<file path="config.mk">
export PLATFORM = sky130hd
export DESIGN_NAME = vga_timing
export DESIGN_NICKNAME = d
export VERILOG_FILES = /design/src/rtl/vga_timing_pkg.sv /design/src/rtl/vga_axis_counter.sv /design/src/rtl/vga_timing.sv
export SDC_FILE = /design/constraint.sdc
export NUM_CORES = 1
export LEC_CHECK = 0
export BUFFER_PORTS_ARGS = -buffer_cell sky130_fd_sc_hd__buf_2
export CORE_ASPECT_RATIO = 1.1
export CORE_MARGIN = 5
export CORE_UTILIZATION = 51
export CTS_BUF_LIST = sky130_fd_sc_hd__clkbuf_16
export DETAILED_ROUTE_END_ITERATION = 16
export PLACE_DENSITY = 0.77
export SYNTH_ARGS = -nofsm -noshare
export SYNTH_HDL_FRONTEND = slang
export SYNTH_SLANG_ARGS = --single-unit
</file>
<file path="constraint.sdc">
create_clock -name CLOCK_25 -period 2.6 [get_ports CLOCK_25]
set_input_delay 0.78 -clock CLOCK_25 [delete_from_list [all_inputs] [get_ports CLOCK_25]]
set_output_delay 0.78 -clock CLOCK_25 [all_outputs]
set_load 0.005 [all_outputs]
</file>
<file path="src/rtl/vga_timing_pkg.sv">
// -----------------------------------------------------------------------------
// vga_timing_pkg
//   Shared definitions for the VGA raster path (vga_timing and img_generator):
//   640x480@60 Hz timing defaults, counter width, RGB bit layout and a small
//   window-compare helper.
// -----------------------------------------------------------------------------
package vga_timing_pkg;

    // Width of the x/y raster counters.
    localparam int unsigned CNT_W = 12;

    // Visible frame size, also used by img_generator for its drawing bounds.
    localparam int unsigned FRAME_WIDTH  = 640;
    localparam int unsigned FRAME_HEIGHT = 480;

    // Default 640x480@60 Hz porch/sync lengths (clocks / lines).
    localparam int unsigned H_FRONT_DEF = 16;
    localparam int unsigned H_SYNC_DEF  = 96;
    localparam int unsigned H_BACK_DEF  = 48;
    localparam int unsigned V_FRONT_DEF = 10;
    localparam int unsigned V_SYNC_DEF  = 2;
    localparam int unsigned V_BACK_DEF  = 33;

    // Colour word layout: [2]=R [1]=G [0]=B.
    typedef struct packed {
        logic r;
        logic g;
        logic b;
    } rgb_t;

    localparam rgb_t RGB_BLACK = '0;

    // True when lo <= cnt < lo+len.
    function automatic logic in_window(input logic [CNT_W-1:0] cnt,
                                       input int unsigned       lo,
                                       input int unsigned       len);
        return (32'(cnt) >= lo) && (32'(cnt) < lo + len);
    endfunction

endpackage

</file>
<file path="src/rtl/vga_axis_counter.sv">
// -----------------------------------------------------------------------------
// vga_axis_counter
//   Wrapping up-counter for one raster axis. Advances by one on each clock
//   where en is high and returns to zero after TOTAL-1.
// Ports
//   clk    in   clock
//   rst_n  in   asynchronous active-low reset (count -> 0)
//   en     in   advance enable
//   count  out  current count, 0..TOTAL-1
//   wrap   out  high while en is set and count is TOTAL-1 (next edge wraps)
// -----------------------------------------------------------------------------
module vga_axis_counter #(
    parameter int unsigned TOTAL = 800,
    parameter int          W     = 12
) (
    input  logic         clk,
    input  logic         rst_n,
    input  logic         en,
    output logic [W-1:0] count,
    output logic         wrap
);

    localparam logic [W-1:0] LAST = W'(TOTAL - 1);

    logic [W-1:0] count_q;
    logic [W-1:0] count_d;

    // NOTE: every output of an always_comb gets a default first, so no path
    // through the block can leave it unassigned and infer a latch.
    always_comb begin
        count_d = count_q;
        wrap    = en && (count_q == LAST);
        if (en) begin
            count_d = wrap ? '0 : count_q + 1'b1;
        end
    end

    // NOTE: state registers use non-blocking assignment so every flop samples
    // the pre-edge values regardless of block ordering.
    always_ff @(posedge clk or negedge rst_n) begin
        if (!rst_n) begin
            count_q <= '0;
        end else begin
            count_q <= count_d;
        end
    end

    assign count = count_q;

endmodule

</file>
<file path="src/rtl/vga_timing.sv">
// -----------------------------------------------------------------------------
// vga_timing
//   640x480@60 Hz VGA raster timing generator, upstream of img_generator.
//   Presents the raster position (x,y) to img_generator, samples its colour,
//   blanks it outside the visible area and registers it together with HS/VS,
//   so all three pins describe the same pixel one clock later.
// Ports
//   CLOCK_25      in   25 MHz pixel clock
//   RESET_N       in   asynchronous active-low reset
//   x, y          out  current pixel column / line (combinational from counters)
//   color         in   img_generator colour for current x,y ([2]=R [1]=G [0]=B)
//   video_active  out  x,y inside the visible area
//   line_tick     out  1-clock strobe on the last pixel of each line
//   frame_tick    out  1-clock strobe on the last pixel of each frame
//   VGA_HS/VGA_VS out  registered sync outputs, active level SYNC_POL
//   VGA_RGB       out  registered, blanked colour
// -----------------------------------------------------------------------------
module vga_timing
    import vga_timing_pkg::*;
#(
    parameter int unsigned H_VISIBLE = FRAME_WIDTH,
    parameter int unsigned H_FRONT   = H_FRONT_DEF,
    parameter int unsigned H_SYNC    = H_SYNC_DEF,
    parameter int unsigned H_BACK    = H_BACK_DEF,
    parameter int unsigned V_VISIBLE = FRAME_HEIGHT,
    parameter int unsigned V_FRONT   = V_FRONT_DEF,
    parameter int unsigned V_SYNC    = V_SYNC_DEF,
    parameter int unsigned V_BACK    = V_BACK_DEF,
    parameter bit          SYNC_POL  = 1'b0
) (
    input  logic             CLOCK_25,
    input  logic             RESET_N,
    output logic [CNT_W-1:0] x,
    output logic [CNT_W-1:0] y,
    input  logic [2:0]       color,
    output logic             video_active,
    output logic             line_tick,
    output logic             frame_tick,
    output logic             VGA_HS,
    output logic             VGA_VS,
    output logic [2:0]       VGA_RGB
);

    localparam int unsigned H_TOTAL = H_VISIBLE + H_FRONT + H_SYNC + H_BACK;
    localparam int unsigned V_TOTAL = V_VISIBLE + V_FRONT + V_SYNC + V_BACK;

    logic [CNT_W-1:0] h_cnt;
    logic [CNT_W-1:0] v_cnt;
    logic             h_wrap;
    logic             v_wrap;

    logic hs_d,  hs_q;
    logic vs_d,  vs_q;
    rgb_t rgb_d, rgb_q;

    vga_axis_counter #(.TOTAL(H_TOTAL), .W(CNT_W)) u_h_cnt (
        .clk   (CLOCK_25),
        .rst_n (RESET_N),
        .en    (1'b1),
        .count (h_cnt),
        .wrap  (h_wrap)
    );

    // The line counter only moves on the last pixel of a line, so both
    // counters wrap on the same edge at the end of a frame.
    vga_axis_counter #(.TOTAL(V_TOTAL), .W(CNT_W)) u_v_cnt (
        .clk   (CLOCK_25),
        .rst_n (RESET_N),
        .en    (h_wrap),
        .count (v_cnt),
        .wrap  (v_wrap)
    );

    always_comb begin
        x            = h_cnt;
        y            = v_cnt;
        video_active = (32'(h_cnt) < H_VISIBLE) && (32'(v_cnt) < V_VISIBLE);
        line_tick    = h_wrap;
        frame_tick   = v_wrap;   // v_wrap already implies h_wrap

        hs_d  = in_window(h_cnt, H_VISIBLE + H_FRONT, H_SYNC) ? SYNC_POL : ~SYNC_POL;
        vs_d  = in_window(v_cnt, V_VISIBLE + V_FRONT, V_SYNC) ? SYNC_POL : ~SYNC_POL;
        rgb_d = video_active ? rgb_t'(color) : RGB_BLACK;
    end

    // Output pipeline stage: sync and colour registered together so they
    // stay aligned to the same pixel at the connector.
    always_ff @(posedge CLOCK_25 or negedge RESET_N) begin
        if (!RESET_N) begin
            hs_q  <= ~SYNC_POL;
            vs_q  <= ~SYNC_POL;
            rgb_q <= RGB_BLACK;
        end else begin
            hs_q  <= hs_d;
            vs_q  <= vs_d;
            rgb_q <= rgb_d;
        end
    end

    assign VGA_HS  = hs_q;
    assign VGA_VS  = vs_q;
    assign VGA_RGB = rgb_q;

endmodule
</file>
After elaboration in Yosys (flattened, before gate mapping)
Cells that the tools add are included.
Widths: inputs -> output; s select.
{"block": "word_totals", "ff_bits": 29, "input_bits": 5, "out_inout_bits": 32, "elab_cells": 26}
{"block": "classes", "n_addsub": 2, "magnitude_cmp": 6, "n_eq_ne": 2, "mux": 5, "n_reduce_logical": 4}
{"cell": "$add 12x1->12 const B", "n": 2}
{"cell": "$eq 12x10->1 const B", "n": 2}
{"cell": "$lt 12x10->1 const B", "n": 2}
{"cell": "$lt 12x9->1 const B", "n": 2}
{"cell": "$mux 12", "n": 2}
{"cell": "$ge 12x10->1 const B", "n": 1}
{"cell": "$ge 12x9->1 const B", "n": 1}
{"cell": "$logic_and 1x1->1", "n": 4}
{"cell": "$mux 3", "n": 1}
{"cell": "$mux 1", "n": 2}

Depth between registers and ports, before layout
{"block": "logic_depth", "ltp_word": 3, "ltp_mapped": 7, "depth_no_buf": 6}

Cells and area by module
From an unflattened synthesis, not the netlist that was laid out.
{"block": "hier_totals", "hier_cells": 137, "hier_area_um2": 1471.4}
{"module": "vga_axis_counter at u_v_cnt", "instances": 1, "cells_per_inst": 56, "area_per_inst_um2": 605.6, "seq_area_each_um2": 300.3}
{"module": "vga_axis_counter at u_h_cnt", "instances": 1, "cells_per_inst": 58, "area_per_inst_um2": 599.3, "seq_area_each_um2": 300.3}
{"module": "vga_timing", "instances": 1, "cells_per_inst": 23, "area_per_inst_um2": 266.5, "seq_area_each_um2": 127.6}

Least setup slack after synthesis
OpenSTA, ideal clock, no wires.
{"block": "synth_path", "path_type": "register to output", "from": "register u_h_cnt.count_q[7] (netlist: u_h_cnt.count[7])", "to": "output frame_tick", "arrival_ps": 1750, "required_time_ps": 1820, "slack_ps": 70, "stages_incl_launch_ff": 6, "n_path_buf": 2, "cell_sequence": "dfrtp_1 > or4b_1 > or4_1 > buf_2 > buf_2 > nor2_1"}
{"block": "synth_via", "elab_chain_len": 2}
{"element": "start: declaration", "line": "vga_axis_counter.sv:25", "source": "logic [W-1:0] count_q;"}
{"element": "start signal: assignment", "line": "vga_axis_counter.sv:44", "source": "count_q <= count_d;"}
{"element": "$eq 12x10->1", "line": "vga_axis_counter.sv:32", "source": "wrap = en && (count_q == LAST);"}
{"element": "$logic_and 1x1->1", "line": "vga_axis_counter.sv:32"}
{"element": "end: declaration", "line": "vga_timing.sv:38", "source": "output logic frame_tick,"}
No other way between the ends.

Worst setup path in the final report
Same ends and word-level chain as after synthesis.

==> flow_metrics.py <==
metrics = {
    "status": {
        "status": "finished with violations",
        "violations": "setup timing",
    },
    "hold_path": {
        "min_path_type": "in2async",
    },
    "finish": {
        "utilization_pct": 67.8,
        "multi_input_area_sq_um": 646,
        "fillers": 215,
        "diodes": 0,
        "drive_above_1_share_pct": 32.8,
        "regArea_sq_um": 728,
        "area_growth_pct": 30.2,
        "stdcell_count": 222,
        "final_nets": 197,
    },
    "sta": {
        "worst_pin_slew_ns": 0.613,
        "setup_viol": 1,
        "slew_headroom_pct": 59.1,
        "drv_slew": 0,
        "finalCritPeriodShare_pct": 102,
        "hold_slack_ns": 0.510,
        "finalHoldViolCount": 0,
        "max_freq_mhz": 376,
        "rsz0062_at_grt": "yes",
        "skew_ns": 0.00315,
        "finalWorstSetupSlack_ns": -0.0572,
        "min_period_ns": 2.66,
    },
    "power": {
        "switching_share_pct": 19.5,
        "clkPwrFrac_pct": 52.7,
        "combinationalPowerShare_pct": 1.5,
        "switchingPower_mw": 0.194,
        "power_density_nw_per_um2": 539,
        "internal_power_mw": 0.802,
        "max-vdd-ir-drop_uv": 535,
        "p_leak_nw": 0.932,
        "p_seq_share_pct": 45.8,
    },
    "worst_setup_path": {
        "crit_path_cell_trace": "or4b_1 > or4_4 > nor2_2 > buf_2",
        "crit_fanout": 4,
        "reg2reg_depth": 6,
        "crit_buf_inv": 1,
        "arrival_ns": 1.88,
        "crit_path_start_kind": "register",
        "r2r_end": "u_v_cnt.count[10]$_DFFE_PN0N_",
        "endpoint_kind": "output pin",
        "cpLargestDelayFamily": "simple AND/OR/NAND/NOR gates",
        "timing.rr.start": "u_h_cnt.count[7]$_DFF_PN0_",
        "cp_slowest_cell": "or4b_1",
        "crit_type": "reg2out",
        "crit_path_max_incr_delay_ns": 0.51,
        "cp.required_ns": 1.82,
        "crit_end": "frame_tick",
        "rrSetupSlack_ns": 0.28,
        "cp_num_cells": 4,
        "cp-startpoint": "u_h_cnt.count[7]$_DFF_PN0_",
    },
    "clock_tree": {
        "cts_max_level": 2,
        "cts_buffers": 5,
        "clk_path_buf_depth": 2,
        "cts_num_sinks": 29,
        "holdBufCountCts": 0,
        "clk_latency_ns": 0.27,
        "cts_root_buf": "clkbuf_16",
        "cts_tree": "yes",
        "path_clk_slew_ns": 0.05,
    },
    "grt": {
        "antenna_found_initial": 0,
        "grt_max_degree": 30,
        "grt_usage_pct": 18.4,
        "grt_pass1_wl_mm": 5.24,
        "overflow": 0,
        "grt_pass1_vias": 1165,
    },
    "detailed_routing": {
        "drt-initial-drc-count": 30,
        "drtAntennaViolNets": 0,
        "num_vias": 1247,
        "drt-total-wl_mm": 3.25,
        "drt-pass1-iter-count": 4,
        "vias_per_cell": 5.62,
        "avgRoutedWirePerCell_microns": 14.6,
        "drc": 0,
    },
    "placement": {
        "port_buffers": 36,
        "gp_congestion": 0.871,
        "dp.cells": 212,
        "hpwl_mm": 2.33,
    },
    "yosys": {
        "async_flop_share_pct": 100,
        "synth_edf_count": 0,
        "ys_warn_count": 0,
        "synth_area_sq_um": 1420,
        "syn_nets": 147,
        "synthTopCellsByArea": "dfrtp_1 (48%), xor2_1 (4.9%), nand3_1 (4.6%), dfstp_2 (3.7%), ha_1 (3.5%)",
        "synth_top_flop_cell": "dfrtp_1",
        "synth_commonest_cells": "dfrtp_1 (27), nand3_1 (13), nor2_1 (10), xor2_1 (8)",
        "synth_seq_cells": 29,
        "yosysMostFrequentCell": "dfrtp_1",
        "syn_avg_cell_area_sq_um": 10.3,
        "ys_types": 33,
        "yosys.area.top_type_share_pct": 47.6,
        "seq_area_frac_synth_pct": 51.3,
        "yosys.area.top_type": "dfrtp_1",
        "synthCells": 138,
    },
    "floorplan": {
        "io_pins": 37,
        "die-area_sq_um": 3940,
        "die_w_microns": 60.3,
        "die_h_microns": 65.3,
        "coreArea_sq_um": 2730,
        "row_count": 20,
        "start_util_pct": 52.0,
    },
    "job": {
        "maxCapViolations": 0,
    },
}
kinds of logic after synthesis:
kind of cell    count (synthesis)  share of synthesized area, %
simple gates                   62                          25.0
buf+inv                        12                          3.62
mux                             1                         0.794
flops                          29                          51.3
fa+ha+maj                       4                          3.53
compound gates                 18                          8.29
xor+xnor                       12                          7.41
what timing repair did:
item | in CTS | in global routing
endpoints found under the hold margin | 0 | 0
buffers inserted | 2 | 0
resized for setup | 2 | 0
setup endpoints to repair | 2 | 2
layout by cell type, fill, tap and decap left out, types with 3 or more instances in the layout:
| master | count |
|---|---|
| clkbuf_16 | 5 |
| nand2_1 | 7 |
| nor2_1 | 9 |
| buf_4 | 12 |
| nand4_1 | 5 |
| xor2_1 | 8 |
| and4_1 | 3 |
| buf_2 | 36 |
| and2_1 | 5 |
| o21ai_0 | 7 |
| a21o_1 | 3 |
| xnor2_1 | 4 |
| dfrtp_1 | 27 |
| nand3_1 | 13 |
| nor3_1 | 5 |
| inv_1 | 8 |
| a22o_1 | 5 |
| ha_1 | 4 |
cell type report:
class / instances / share of cell area (%)
multi-input cells: 97 / 34.9
flip-flops and latches: 29 / 39.4
inverters: 7 / 1.42
clock buffers: 5 / 6.77
clock inverters: 3 / 0.609
well taps: 33 / 2.23
repair buffers: 48 / 14.6
power groups by stage:
| stage | logic [mW] | registers [mW] | clock network [mW] |
|---|---|---|---|
| after detailed placement | 0.0161 | 0.463 | 0 |
| after CTS | 0.0162 | 0.456 | 0.534 |
| after global routing | 0.0186 | 0.455 | 0.556 |
| after global placement | 0.0155 | 0.462 | 0 |
| after floorplan | 0.00149 | 0.463 | 0 |
| final | 0.0151 | 0.456 | 0.525 |
state kept, by name, summed over array words and instances (netlist names):
name,cells
VGA_RGB,3
VGA_HS,1
u_v_cnt.count,12
VGA_VS,1
u_h_cnt.count,12
per-stage QoR:
stage / total power [mW] / TNS (ns) / setup slack [ns] / cell area (sq um)
floorplan: 0.465 / 0 / 0.0702 / 1420
global placement: 0.478 / 0 / 0.128 / 1690
detailed placement: 0.479 / 0 / 0.0841 / 1690
CTS: 1.01 / -0.0676 / -0.0676 / 1850
global route: 1.03 / -0.132 / -0.101 / 1850
finish: 0.996 / -0.0572 / -0.0572 / 1850
worst min-delay path by stage:
| stage | start | endpoint | cells after the start |
|---|---|---|---|
| finish | RESET_N | u_h_cnt.count[11]$_DFF_PN0_ | 1 |
| global route | u_h_cnt.count[11]$_DFF_PN0_ | u_h_cnt.count[11]$_DFF_PN0_ | 1 |
| CTS | u_h_cnt.count[10]$_DFF_PN0_ | u_h_cnt.count[10]$_DFF_PN0_ | 1 |
| detailed placement | u_h_cnt.count[10]$_DFF_PN0_ | u_h_cnt.count[10]$_DFF_PN0_ | 1 |
| global placement | u_h_cnt.count[11]$_DFF_PN0_ | u_h_cnt.count[11]$_DFF_PN0_ | 1 |
| floorplan | RESET_N | VGA_RGB[0]$_DFF_PN0_ | 0 |
metal layers:
metal	vias to the layer above	routed length (microns)	GRT usage (%)
met1	599	1360	21.8
li1	588	-	-
met3	10	261	4.91
met4	0	99	11.9
met2	50	1530	28.6
met5	-	0	0
(Power assumes the default switching activity.)
